### config.mk
export PLATFORM = sky130hd
export DESIGN_NAME = systolic_mac_sched
export DESIGN_NICKNAME = d
export VERILOG_FILES = /design/src/rtl/sa_pkg.sv /design/src/rtl/sa_skew_mux.sv /design/src/rtl/systolic_mac_sched.sv
export SDC_FILE = /design/constraint.sdc
export NUM_CORES = 1
export LEC_CHECK = 0
export BUFFER_PORTS_ARGS = -buffer_cell sky130_fd_sc_hd__buf_2
export CAP_MARGIN = 5
export CORE_ASPECT_RATIO = 1.2
export CORE_UTILIZATION = 35
export DETAILED_ROUTE_END_ITERATION = 7
export PLACE_DENSITY = 0.48
export SYNTH_ARGS = -nofsm -noshare
export SYNTH_HDL_FRONTEND = slang
export SYNTH_SLANG_ARGS = --single-unit
export TNS_END_PERCENT = 50
### constraint.sdc
create_clock -name clk -period 3.7 [get_ports clk]
set_clock_uncertainty 0.05 [all_clocks]
set_input_delay 0.185 -clock clk [delete_from_list [all_inputs] [get_ports clk]]
set_output_delay 0.185 -clock clk [all_outputs]
set_load 0.01 [all_outputs]
### src/rtl/sa_pkg.sv
// Shared definitions for the systolic MAC sequencer.
//   - Sequencer state encoding.
//   - FP8 operand field layout: 1 sign bit, 3 exponent bits, 4 mantissa bits.
//   - Default array dimension and operand width.
package sa_pkg;

    typedef enum logic [2:0] {
        StIdle,
        StClear,
        StStream,
        StDrain,
        StDone
    } sa_state_e;

    // FP8 field positions
    localparam int unsigned SIGN_B  = 7;
    localparam int unsigned EXP_MSB = 6;
    localparam int unsigned EXP_LSB = 4;
    localparam int unsigned MAN_MSB = 3;
    localparam int unsigned MAN_LSB = 0;

    localparam int unsigned N_DEF  = 4;
    localparam int unsigned DW_DEF = 8;

endpackage

### src/rtl/sa_skew_mux.sv
// Skew selector for one array edge lane.
// Picks element (t - Lane) of the lane's operand vector.
// It returns 0 when that index falls outside 0..N-1.
// Ports:
//   t         stream step the selection is made for
//   lane_vec  the N operands of this lane, element k on [k*DW +: DW]
//             (row i: A[i][k]; column j: B[k][j])
//   elem      selected operand, or 0 when padding
module sa_skew_mux
    import sa_pkg::*;
#(
    parameter int unsigned N    = N_DEF,
    parameter int unsigned DW   = DW_DEF,
    parameter int unsigned Lane = 0,
    parameter int unsigned CntW = $clog2(3 * N)
) (
    input  logic [CntW-1:0] t,
    input  logic [N*DW-1:0] lane_vec,
    output logic [DW-1:0]   elem
);

    always_comb begin
        elem = '0;
        for (int unsigned k = 0; k < N; k++) begin
            if (t == CntW'(k + Lane)) begin
                elem = lane_vec[k*DW +: DW];
            end
        end
    end

endmodule

### src/rtl/systolic_mac_sched.sv
// Sequencer for an N x N systolic array of FP8 MAC processing elements.
// It holds the host-written A and B operand matrices.
// It clears the PE accumulators and streams the operands into the array edges with diagonal skew.
// After the PE pipeline drains, it pulses done.
// Ports:
//   clk       clock, rising edge
//   reset     synchronous active-low reset
//   wr_en     host write strobe (accepted only while idle)
//   wr_sel    0 = matrix A, 1 = matrix B
//   wr_addr   {row, col} element index
//   wr_data   element value
//   start     begin a multiply (honoured only while idle)
//   busy      high from start acceptance through the done cycle
//   done      one-cycle completion pulse
//   wr_err    one-cycle pulse: a write was dropped because the block was busy
//   pe_clr    accumulator clear to every PE
//   row_data  row i feed on [i*DW +: DW]
//   col_data  column j feed on [j*DW +: DW]
module systolic_mac_sched
    import sa_pkg::*;
#(
    parameter int unsigned N         = N_DEF,
    parameter int unsigned DW        = DW_DEF,
    parameter int unsigned DRAIN_CYC = 2
) (
    input  logic                    clk,
    input  logic                    reset,
    input  logic                    wr_en,
    input  logic                    wr_sel,
    input  logic [2*$clog2(N)-1:0]  wr_addr,
    input  logic [DW-1:0]           wr_data,
    input  logic                    start,
    output logic                    busy,
    output logic                    done,
    output logic                    wr_err,
    output logic                    pe_clr,
    output logic [N*DW-1:0]         row_data,
    output logic [N*DW-1:0]         col_data
);

    localparam int unsigned AW   = $clog2(N);
    localparam int unsigned CntW = $clog2(3 * N);
    localparam int unsigned DrnW = $clog2(DRAIN_CYC + 1);
    localparam logic [CntW-1:0] LastT   = CntW'(3 * N - 3);
    localparam logic [DrnW-1:0] LastDrn = DrnW'(DRAIN_CYC - 1);

    sa_state_e        state_q, state_d;
    logic [CntW-1:0]  cnt_q, cnt_d;
    logic [DrnW-1:0]  drain_q, drain_d;

    logic [DW-1:0]    a_q [N][N];
    logic [DW-1:0]    b_q [N][N];

    logic [AW-1:0]    wr_row, wr_col;
    logic             wr_ok;

    logic [N*DW-1:0]  row_elem, col_elem;

    assign wr_row = wr_addr[2*AW-1:AW];
    assign wr_col = wr_addr[AW-1:0];
    assign wr_ok  = wr_en && (state_q == StIdle);
    assign busy   = (state_q != StIdle);

    // Operand buffers: a write and a start in the same idle cycle land together, so the
    // run that follows already sees the new element.
    always_ff @(posedge clk) begin
        if (!reset) begin
            for (int r = 0; r < N; r++) begin
                for (int c = 0; c < N; c++) begin
                    a_q[r][c] <= '0;
                    b_q[r][c] <= '0;
                end
            end
        end else if (wr_ok) begin
            if (wr_sel) begin
                b_q[wr_row][wr_col] <= wr_data;
            end else begin
                a_q[wr_row][wr_col] <= wr_data;
            end
        end
    end

    always_comb begin
        state_d = state_q;
        cnt_d   = cnt_q;
        drain_d = drain_q;
        unique case (state_q)
            StIdle: begin
                if (start) begin
                    state_d = StClear;
                end
            end
            StClear: begin
                state_d = StStream;
                cnt_d   = '0;
            end
            StStream: begin
                if (cnt_q == LastT) begin
                    state_d = StDrain;
                    cnt_d   = '0;
                    drain_d = '0;
                end else begin
                    cnt_d = cnt_q + 1'b1;
                end
            end
            StDrain: begin
                if (drain_q == LastDrn) begin
                    state_d = StDone;
                end else begin
                    drain_d = drain_q + 1'b1;
                end
            end
            StDone: begin
                state_d = StIdle;
            end
            default: begin
                state_d = StIdle;
            end
        endcase
    end

    // Feeds are registered, so selection is driven by the next step count: the value lands
    // in the same cycle the counter shows that step.
    for (genvar i = 0; i < N; i++) begin : g_lane
        logic [N*DW-1:0] a_row;
        logic [N*DW-1:0] b_col;
        for (genvar k = 0; k < N; k++) begin : g_elem
            assign a_row[k*DW +: DW] = a_q[i][k];
            assign b_col[k*DW +: DW] = b_q[k][i];
        end

        sa_skew_mux #(
            .N    (N),
            .DW   (DW),
            .Lane (i),
            .CntW (CntW)
        ) u_row_mux (
            .t        (cnt_d),
            .lane_vec (a_row),
            .elem     (row_elem[i*DW +: DW])
        );

        sa_skew_mux #(
            .N    (N),
            .DW   (DW),
            .Lane (i),
            .CntW (CntW)
        ) u_col_mux (
            .t        (cnt_d),
            .lane_vec (b_col),
            .elem     (col_elem[i*DW +: DW])
        );
    end

    always_ff @(posedge clk) begin
        if (!reset) begin
            state_q  <= StIdle;
            cnt_q    <= '0;
            drain_q  <= '0;
            pe_clr   <= 1'b0;
            done     <= 1'b0;
            wr_err   <= 1'b0;
            row_data <= '0;
            col_data <= '0;
        end else begin
            state_q  <= state_d;
            cnt_q    <= cnt_d;
            drain_q  <= drain_d;
            pe_clr   <= (state_d == StClear);
            done     <= (state_d == StDone);
            wr_err   <= wr_en && (state_q != StIdle);
            row_data <= (state_d == StStream) ? row_elem : '0;
            col_data <= (state_d == StStream) ? col_elem : '0;
        end
    end

endmodule
# Yosys cells after proc, flatten, opt, wreduce, memory -nomap -nowiden
# Memory sizes are Yosys's and may differ from the RTL's.
# Index checks and enable logic that the tools add are counted.
# Widths: inputs -> output; s select.
dict set report word_totals {
  ff_bits 76
  ram_bits 256
  inputBits 17
  out_inout_bits 68
  mem_count 2
}
# memory words word_bits rd rd_clocked_by_memory_dff write_ports line_no
set mem_list {}
lappend mem_list {a_q 4 32 4 0 4 systolic_mac_sched.sv:51} ;# logic [DW-1:0] a_q [N][N];
lappend mem_list {b_q 4 32 4 0 4 systolic_mac_sched.sv:52} ;# logic [DW-1:0] b_q [N][N];
dict set report op_classes {
  add_sub_neg 2
  order_cmp 2
  eq_ne 16
  n_mux 58
  bitwise_logic 1
  n_reduce_logical 11
}
# op count
set ops {}
lappend ops {{$mux 8} 33}
lappend ops {{$mux 32} 6}
lappend ops {{$reduce_or 32->1} 2}
lappend ops {{$demux 8 s2} 1}
lappend ops {{$eq 4x3->1 const B} 3}
lappend ops {{$pmux 3 s4} 1}
lappend ops {{$eq 3x2->1 const B} 3}
lappend ops {{$mux 3} 3}
lappend ops {{$eq 4x2->1 const B} 2}
lappend ops {{$mux 2} 4}
lappend ops {{$pmux 4 s2} 1}
lappend ops {{$mux 1} 7}
lappend ops {{$eq 3x1->1 const B} 2}
lappend ops {{$add 4x1->4 const B} 1}
lappend ops {{$eq 4x1->1 const B} 1}
lappend ops {{$eq 4x4->1 const B} 1}
lappend ops {{$logic_not 4->1} 1}
lappend ops {{$mux 4} 1}
lappend ops {{$ne 2x2->1 const B} 2}
lappend ops {{$pmux 2 s2} 1}
lappend ops {{$eq 3x3->1 const B} 1}
lappend ops {{$ge 3x3->1 const B} 1}
lappend ops {{$logic_and 1x1->1} 3}
lappend ops {{$logic_not 3->1} 1}
lappend ops {{8 further kinds} 8}

# Logic depth before layout (Yosys ltp)
# Gate-level depths: netlist (run 1).
dict set report logic_depth {
  word_depth 8
  depth_mapped 11
  ltp_nobuf 8
}

# Cells and area by module
# Synthesis (run 1) repeated with hierarchy kept, for this count alone.
dict set report hier_totals {
  cells_unflattened 1135
  hier_area_um2 14101.0
}
# module n_inst cells_each area_per_inst_um2
set modules_own_cells {}
lappend modules_own_cells {systolic_mac_sched 1 863 12014.0}
lappend modules_own_cells {{sa_skew_mux (g_lane[3].u_col_mux ...)} 2 38 289.0}
lappend modules_own_cells {{sa_skew_mux (g_lane[2].u_col_mux ...)} 2 30 265.3}
lappend modules_own_cells {{sa_skew_mux (g_lane[0].u_col_mux ...)} 2 30 250.2}
lappend modules_own_cells {{sa_skew_mux (g_lane[1].u_col_mux ...)} 2 38 239.0}

# Worst setup path before layout (run 1)
# Ideal clock, no wire load.
dict set report synth_timing {
  path_kind {flip-flop to flip-flop}
  startpoint {register state_q[0]}
  endpoint {memory b_q[2][10] in the netlist's numbering (enable)}
  setup_ps 384
  t_arrival_ps 2101
  required_ps 3266
  setup_slack_ps 1165
  stages_incl_launch_ff 7
  n_path_buf 2
  synth_period_minus_slack_ps 2535
  path_cell_list {dfxtp_1 buf_6 nor2_1 nand4_1 or3b_2 clkbuf_1 o21ai_0}
}
# item line_no
set synth_lines {}
lappend synth_lines {{start: declaration} systolic_mac_sched.sv:47} ;# sa_state_e state_q, state_d;
lappend synth_lines {{start signal: assignment} systolic_mac_sched.sv:157} ;# state_q <= StIdle;
lappend synth_lines {{start signal: assignment} systolic_mac_sched.sv:166} ;# state_q <= state_d;
lappend synth_lines {{end: declaration} systolic_mac_sched.sv:52}

# Worst setup path in the final report (run 1)
dict set report layout_timing {
  startpoint {register cnt_q[1]}
  endpoint {register row_data[31]}
}
dict set report layout_between {
  elab_chain_cells 8
  elab_cells_between_ends 16
}
# item line_no
set layout_lines {}
lappend layout_lines {{start: declaration} systolic_mac_sched.sv:48} ;# logic [CntW-1:0] cnt_q, cnt_d;
lappend layout_lines {{start signal: assignment} systolic_mac_sched.sv:167} ;# cnt_q <= cnt_d;
lappend layout_lines {{$add 4x1->4 or $eq 4x4->1 (tied branches)} {systolic_mac_sched.sv:103, systolic_mac_sched.sv:98}}
lappend layout_lines {{$mux 4} systolic_mac_sched.sv:98} ;# if (cnt_q == LastT) begin
lappend layout_lines {{$pmux 4 s2} systolic_mac_sched.sv:87} ;# unique case (state_q)
lappend layout_lines {{$eq 4x2->1} sa_skew_mux.sv:25} ;# if (t == CntW'(k + Lane)) begin
lappend layout_lines {{$mux 8 (4 in a row)} sa_skew_mux.sv:25}
lappend layout_lines {{end signal: assignment} systolic_mac_sched.sv:172} ;# row_data <= (state_d == StStream) ? row_elem : '0;
lappend layout_lines {{end: declaration} systolic_mac_sched.sv:37} ;# output logic [N*DW-1:0] row_data,
# Several ways; a longest one is shown, not always the timed one.
# A chain may end at the register's enable or synchronous reset.

==> summary.md, run 1 <==
| Metric | Value |
|---|---|
| Status | `completed` |
| Row cnt | `80` |
| Pin count of the biggest net entering global routing | `43` |
| Setup TNS | `0 ns` |
| Worst EP required | `4.06 ns` |
| Detail Route Antenna Nets | `0` |
| First-pass GRT wire length | `54070 um` |
| VDD IR max | `0.3276 mV` |
| Remaining DRCs | `0` |
| Min cycle time layout | `2.964 ns` |
| Port Buffers | `84` |
| Fin crit share | `0.8010` |
| Pwr per Cell Area | `518.6 nW/um2` |
| Synth async-reset ratio | `0` |
| GR peak layer | `met2` |
| CP arrival | `3.32 ns` |
| Clock transition at path regs | `0.06 ns` |
| Layout Nets | `1206` |
| Netlist Area Pre-Place | `14130 um2` |
| Final Hold Viols | `0` |
| Setup crit end kind | `register` |
| Worst min path class | `in -> reg` |
| Initial Util | `0.3555` |
| Die ar. | `41170 um2` |
| CTS Buf Count | `37` |
| Worst-Margin Slew | `1.162 ns` |
| DR pass1 iterations | `5` |
| Fillers | `3740` |
| All-Layer GR Usage | `0.1803` |
| CTS Buffer Depth | `3` |
| Final setup vio count | `0` |
| Synthesized area per cell | `12.97 um2` |
| Syn_nets | `1109` |
| Via density | `4.915` |
| Most frequent cells in the layout | `263 x and2_1, 256 x edfxtp_1, 84 x buf_2` |
| RSZ-0062 raised after global routing | `no` |
| Commonest non-fill, non-tap cell in the layout | `and2_1` |
| Avg WL per Cell | `20.77 um` |
| Synth Instances | `1089` |
| Post-CTS Setup Repair Bufs | `0` |
| Cts repair resizes | `0` |
| Vias in the first global route | `8862` |
| Die H | `222.1 um` |
| HPWL Detailed | `22030 um` |
| Core area | `39740 um2` |
| GR met2 Demand/Resource | `0.3290` |
| Worst Path Max Fanout | `37` |
| Die W | `185.4 um` |
| Netlist cell types | `62` |
| Fmax achieved | `337.4 MHz` |
| YS warnings | `0` |
| Via Count | `8597` |
| Share of layout cells above drive strength 1 | `0.2175` |
| Register area share after synthesis | `0.6519` |
| Clk sinks | `332` |
| Crit Path Category | `reg -> reg` |
| DR iter-0 viols | `536` |
| Leak Pwr | `0.006103 uW` |
| Antenna violations before repair | `2` |
| Area growth syn-to-layout | `16.32%` |
| Met3 Use GR | `0.02727` |
| Dominant synthesized flop cell | `edfxtp_1` |
| Setup ws final | `0.7362 ns` |
| Global route overflow | `0` |
| CTS tree | `built` |
| Pre-CTS setup slack | `0.7620 ns` |
| Number of synthesized flops with an enable pin | `256` |
| Number of I/O pins | `85` |
| Worst-Skew Late Latency | `0.55 ns` |
| Root buffer cell | `clkbuf_16` |
| GPL Wtd Cong | `0.7872` |
| Total wire length | `36330 um` |
| Max-slew violations | `0` |
| M1 GR Usage | `0.2088` |
| Max_cap viols | `0` |
| Max-slew headroom | `0.2256` |
| H-tree Lvls | `2` |
| Startpoint types | `register` |
| Flops & latches, synth | `332` |
[timing repair]
action | in CTS | in global routing
setup endpoints to repair | 0 | 0
hold buffers | 2 | 0
hold endpoints to repair | 2 | 0
[through the flow]
step	instance area, um2	util	total power [uW]	std cells	hold slack [ns]
finish	16430	0.4135	8522	1749	0.2208
global route	16430	0.4135	8818	1749	0.2122
CTS	16430	0.4134	8633	1747	0.2084
detailed placement	15220	0.3829	4980	1678	0.3956
global placement	15220	0.3829	4978	1678	0.3989
floorplan	14130	-	4697	1089	0.2875
[final cells by class]
cell class / instances / area [um2] / area share
sequential: 332 / 9209 / 0.5604
multi-input combinational: 671 / 4509 / 0.2744
clock buffer: 59 / 1102 / 0.06708
timing repair buffer: 134 / 813.3 / 0.04949
tap: 533 / 666.9 / 0.04058
clock inverter: 8 / 88.84 / 0.005406
inverter: 10 / 37.54 / 0.002284
antenna: 2 / 5.005 / 0.0003046
[flip-flops by register name (all words and copies together), names as in the netlist]
signal	cells
row_data	32
pe_clr	1
cnt_q	4
col_data	32
done	1
drain_q	2
a_q	128
wr_err	1
b_q	128
state_q	3
[cell usage after synthesis, drive strengths merged (2+ instances only)]
cell type / count / area, um2
a211oi: 3 / 37.54
a21boi: 2 / 15.01
a21oi: 37 / 222.7
a22o: 4 / 35.03
a22oi: 33 / 297.8
a32o: 12 / 120.1
and2: 263 / 1645
and3: 4 / 30.03
buf: 32 / 212.7
clkbuf: 44 / 165.2
dfxtp: 76 / 1521
edfxtp: 256 / 7687
ha: 3 / 37.54
inv: 10 / 37.53
mux2: 48 / 540.5
nand2: 42 / 165.2
nand2b: 8 / 50.05
nand3: 10 / 50.05
nand3b: 3 / 22.52
nand4: 2 / 12.51
nor2: 72 / 272.8
nor2b: 4 / 25.02
nor3: 3 / 15.01
nor4: 2 / 27.53
o21ai: 47 / 235.2
o221a: 13 / 146.4
o221ai: 16 / 140.1
o22ai: 2 / 12.51
o2bb2ai: 16 / 140.1
or2: 2 / 12.51
or3b: 3 / 28.78
xor2: 2 / 17.52
[worst max-delay path: stages (launching register included)]
cell,delay (ns)
dfxtp_1,0.40
inv_1,0.10
ha_1,0.21
and3b_1,0.24
or3_4,0.40
nand2_4,0.39
nand3_1,0.55
o221a_1,0.47
[layer usage]
| layer | vias to the layer above | wire (um) | share of wire |
|---|---|---|---|
| met5 | - | 0 | 0 |
| met2 | 176 | 19570 | 0.54 |
| met3 | 69 | 1375 | 0.038 |
| li1 | 4117 | - | - |
| met4 | 0 | 1042 | 0.029 |
| met1 | 4235 | 14340 | 0.39 |
[cell families after synthesis]
logic type | Yosys count | synth area share
fa+ha+maj | 3 | 0.002658
simple gates | 424 | 0.1716
mux | 49 | 0.03897
buf+inv | 86 | 0.02941
flops | 332 | 0.6519
xor+xnor | 3 | 0.001860
compound gates | 192 | 0.1036
[where the power goes]
group / internal (uW) / leakage [uW] / switching [uW]
sequential: 4130 / 0.00326 / 48.4
clock: 2130 / 0.000577 / 1510
combinational: 232 / 0.00227 / 476
total: 6490 / 0.00610 / 2030
[final timing paths]
check                                     to       from  cells past startpoint  slack [ns]
worst max-delay path            row_data[31]   cnt_q[1]                      7        0.74
worst min-delay path                cnt_q[2]      reset                      3        0.22
worst max register to register  row_data[31]   cnt_q[1]                      7        0.74
worst min register to register   row_data[8]  a_q[1][0]                      1        0.41
Power figures use the tool's default switching activity.
==> run 2: changes to the inputs <==
Settings changed: ABC_AREA from default to 1, PLACE_DENSITY 0.48 to 0.5.
Clock period 3.7 ns to 2.7 ns, I/O delays scaled along.
==> run 2 against run 1 <==
Register-to-register slack worse by 0.42 ns. Synthesized cell count up 26%. Utilization increased by 0.51 points. Worst setup slack worse by 0.42 ns. Synthesized area down 4.3%. Wire length decreased by 5.2%. Largest power group unchanged.
==> summary.md, run 2 <==
| Metric | Value |
|---|---|
| Number of synthesized flops with an enable pin | `256 (unchanged)` |
| Flops & latches, synth | `332 (unchanged)` |
| Pin count of the biggest net entering global routing | `65 (+51%)` |
| Status | `completed` |
| DR iter-0 viols | `898 (+68%)` |
| HPWL Detailed | `20800 um (-5.6%)` |
| Final hold slack | `0.1792 ns (-0.04159 ns)` |
| Via density | `4.897 (-0.38%)` |
| Most common cell in the netlist | `nor2_1` |
| Die W | `181.4 um (-2.1%)` |
| Min cycle time layout | `2.388 ns (-0.5759 ns)` |
| Synth Instances | `1368 (+26%)` |
| Crit Path Category | `reg -> reg` |
| Clock share of power | `0.424 (-0.002)` |
| Switching Power | `2528 uW (+24%)` |
| Port Buffers | `84 (unchanged)` |
| Area growth syn-to-layout | `17.50%` |
| Number of I/O pins | `85 (unchanged)` |
| Final setup vio count | `0 (unchanged)` |
| Synthesized area per cell | `9.886 um2 (-24%)` |
| Core area | `37960 um2 (-4.5%)` |
| Worst-Skew Late Latency | `0.54 ns (about the same)` |
| Max-slew violations | `0 (unchanged)` |
| Share of layout cells above drive strength 1 | `0.1414 (-0.07604)` |
| Post-Layout Cell Count | `1979 (+13%)` |
| Post-synth top area cell | `edfxtp_1` |
| Post-CTS Setup Repair Bufs | `0 (unchanged)` |
| All-Layer GR Usage | `0.1776 (-0.002765)` |
| Vias in the first global route | `9632 (+8.7%)` |
| Startpoint types | `register` |
| Critical Path Source | `cnt_q[0]` |
| Max-slew headroom | `0.5999 (+0.3743)` |
| Global route overflow | `0 (unchanged)` |
| Worst min path class | `in -> reg` |
| Worst Path Max Fanout | `32 (-14%)` |
| Fin crit share | `0.8844 (+0.08338)` |
| RSZ-0062 raised after global routing | `no` |
| Worst EP required | `3.06 ns (-1.00 ns)` |
| GPL Wtd Cong | `0.7711 (-2.0%)` |
| First-pass GRT wire length | `53840 um (-0.42%)` |
| YS warnings | `0 (unchanged)` |
| Share of the synthesized area in the top cell type | `0.5684 (+0.02422)` |
| Leak Pwr | `0.006780 uW (+11%)` |
| Max_cap viols | `0 (unchanged)` |
| Part of the power in registers | `0.516 (+0.025)` |
| R2R Path Start | `cnt_q[0]` |
| Final Hold Viols | `0 (unchanged)` |
| Clock transition at path regs | `0.06 ns (about the same)` |
| Total wire length | `34450 um (-5.2%)` |
| Switching Share | `0.2290 (-0.009421)` |
| Setup TNS | `0 ns (unchanged)` |
| DR pass1 iterations | `5 (unchanged)` |
| Commonest non-fill, non-tap cell in the layout | `nor2_1` |
| Placed cell count | `1910 (+14%)` |
| Avg WL per Cell | `17.41 um (-16%)` |
| CTS Buf Count | `36 (-2.7%)` |
| Root buffer cell | `clkbuf_16` |
| VDD IR max | `0.3471 mV (+6.0%)` |
| P_int | `8514 uW (+31%)` |
| Syn_nets | `1388 (+25%)` |
| Register area share after synthesis | `0.6809 (+0.02901)` |
| Netlist cell types | `25 (-60%)` |
| Initial Util | `0.3562 (+0.0007603)` |
| Most frequent cells in the layout | `407 x nor2_1, 256 x edfxtp_1, 249 x nand2_1` |
| Antenna violations before repair | `0 (-2)` |
| Row cnt | `78 (-2.5%)` |
| CP endpoint | `col_data[15]` |
| Finished Core Util | `0.4186 (+0.005087)` |
| Worst-Margin Slew | `0.5979 ns (-0.5637 ns)` |
| Setup crit end kind | `register` |
| CTS tree | `built` |
| Netlist Area Pre-Place | `13520 um2 (-4.3%)` |
| CP arrival | `2.75 ns (-0.57 ns)` |
| Fmax achieved | `418.8 MHz (+24%)` |
| Via Count | `9691 (+13%)` |
| Fillers | `3689 (-1.4%)` |
| Remaining DRCs | `0 (unchanged)` |
| Die ar. | `39430 um2 (-4.2%)` |
| Layout Nets | `1492 (+24%)` |
| Antenna Cells | `0 (-2)` |
| Reg2reg path depth | `11 (+4)` |
| CTS Buffer Depth | `3 (unchanged)` |
| Total power after layout | `11040 uW (+30%)` |
| Die H | `217.3 um (-2.1%)` |
| Biggest regs | `a_q: 128 flops, b_q: 128 flops` |
| Dominant synthesized flop cell | `edfxtp_1` |
| H-tree Lvls | `2 (unchanged)` |
| RR Endpoint | `col_data[15]` |
| Most instantiated cells after synthesis | `408 x nor2_1, 256 x edfxtp_1, 249 x nand2_1` |
| Pwr per Cell Area | `694.9 nW/um2 (+34%)` |
| Synth area leaders | `edfxtp_1 57%, nor2_1 11%, dfxtp_1 11%` |
| Detail Route Antenna Nets | `0 (unchanged)` |
| Clk sinks | `332 (unchanged)` |
| Part of the power in combinational logic | `0.060 (-0.023)` |
| Flop2flop setup slack | `0.31 ns (-0.42 ns)` |
| Synth async-reset ratio | `0 (unchanged)` |
[run 2: cell count changes in the layout (fill, tap and decap cells not counted), sizes merged, moves of 12 or more]
cell     delta
o21ai      +14
a32o       -12
buf        +13
o2bb2ai    -16
nor2      +343
and2      -263
a21oi      -34
a22oi      -33
o221a      -13
nand2     +208
mux2       -48
o221ai     -16
nand3     +162
inv        +26
[run 2: how the worst min path moves through the flow]
stage                from    endpoint  slack, ns  cells after the start
4_1_cts        wr_data[0]  b_q[3][16]       0.18                      4
6_report       wr_data[0]  b_q[1][24]       0.18                      4
3_5_place_dp        wr_en      wr_err       0.36                      3
5_1_grt        wr_data[7]   a_q[1][7]       0.20                      4
3_3_place_gp        wr_en      wr_err       0.36                      3
2_1_floorplan       wr_en      wr_err       0.23                      2
[run 2: per-layer routing]
| metal | GRT usage | part of all wire | up-vias |
|---|---|---|---|
| li1 | - | - | 4752 |
| met1 | 0.2283 | 0.44 | 4656 |
| met2 | 0.3060 | 0.49 | 236 |
| met3 | 0.02928 | 0.049 | 47 |
| met4 | 0.05367 | 0.020 | 0 |
| met5 | 0 | 0 | - |
[run 2: stage by stage]
step / instance area [um2] / setup WS (ns)
4_1_cts: 15890 / 0.2305
3_5_place_dp: 14740 / 0.2588
3_3_place_gp: 14740 / 0.3360
5_1_grt: 15890 / 0.09494
2_1_floorplan: 13520 / 0.7785
6_report: 15890 / 0.3121
[run 2: logic make-up after synthesis]
family                   Yosys count  synth area share
AO/OA/AOI/OAI                     65           0.02452
buffers and inverters            118           0.03562
adder cells (fa/ha/maj)            3          0.002776
flip-flops                       332            0.6809
AND/OR/NAND/NOR                  850            0.2562
[run 2: cell type report]
type / instances / area [um2] / share of cell area
clock buffers: 58 / 1065 / 0.06700
clock inverters: 7 / 45.04 / 0.002834
inverters: 35 / 131.4 / 0.008267
multi-input cells: 918 / 3856 / 0.2427
flip-flops and latches: 332 / 9209 / 0.5795
well taps: 480 / 600.6 / 0.03779
repair buffers: 149 / 984.7 / 0.06196
[run 2: what timing repair did]
action                                 4_1_cts  5_1_grt
hold buffers                                 4        0
gates resized for setup                      0        1
setup endpoints to repair                    0        2
endpoints found under the hold margin        8        0
[run 2: worst max-delay path: stages, from the launching register on]
cell,delay (ns)
dfxtp_1,0.44
ha_1,0.21
nand2_1,0.06
nor2_1,0.21
nor2_1,0.08
nand2_1,0.09
nand2_1,0.13
nor2_4,0.28
nand2_1,0.15
buf_4,0.28
o21ai_0,0.19
nor2_1,0.09
[run 2: power groups by stage]
stage / Sequential, uW / Clock (uW) / Combinational (uW)
global route: 5710 / 4960 / 741
detailed placement: 5810 / 0 / 669
finish: 5700 / 4680 / 665
global placement: 5800 / 0 / 665
floorplan: 5800 / 0 / 397
CTS: 5700 / 4790 / 677
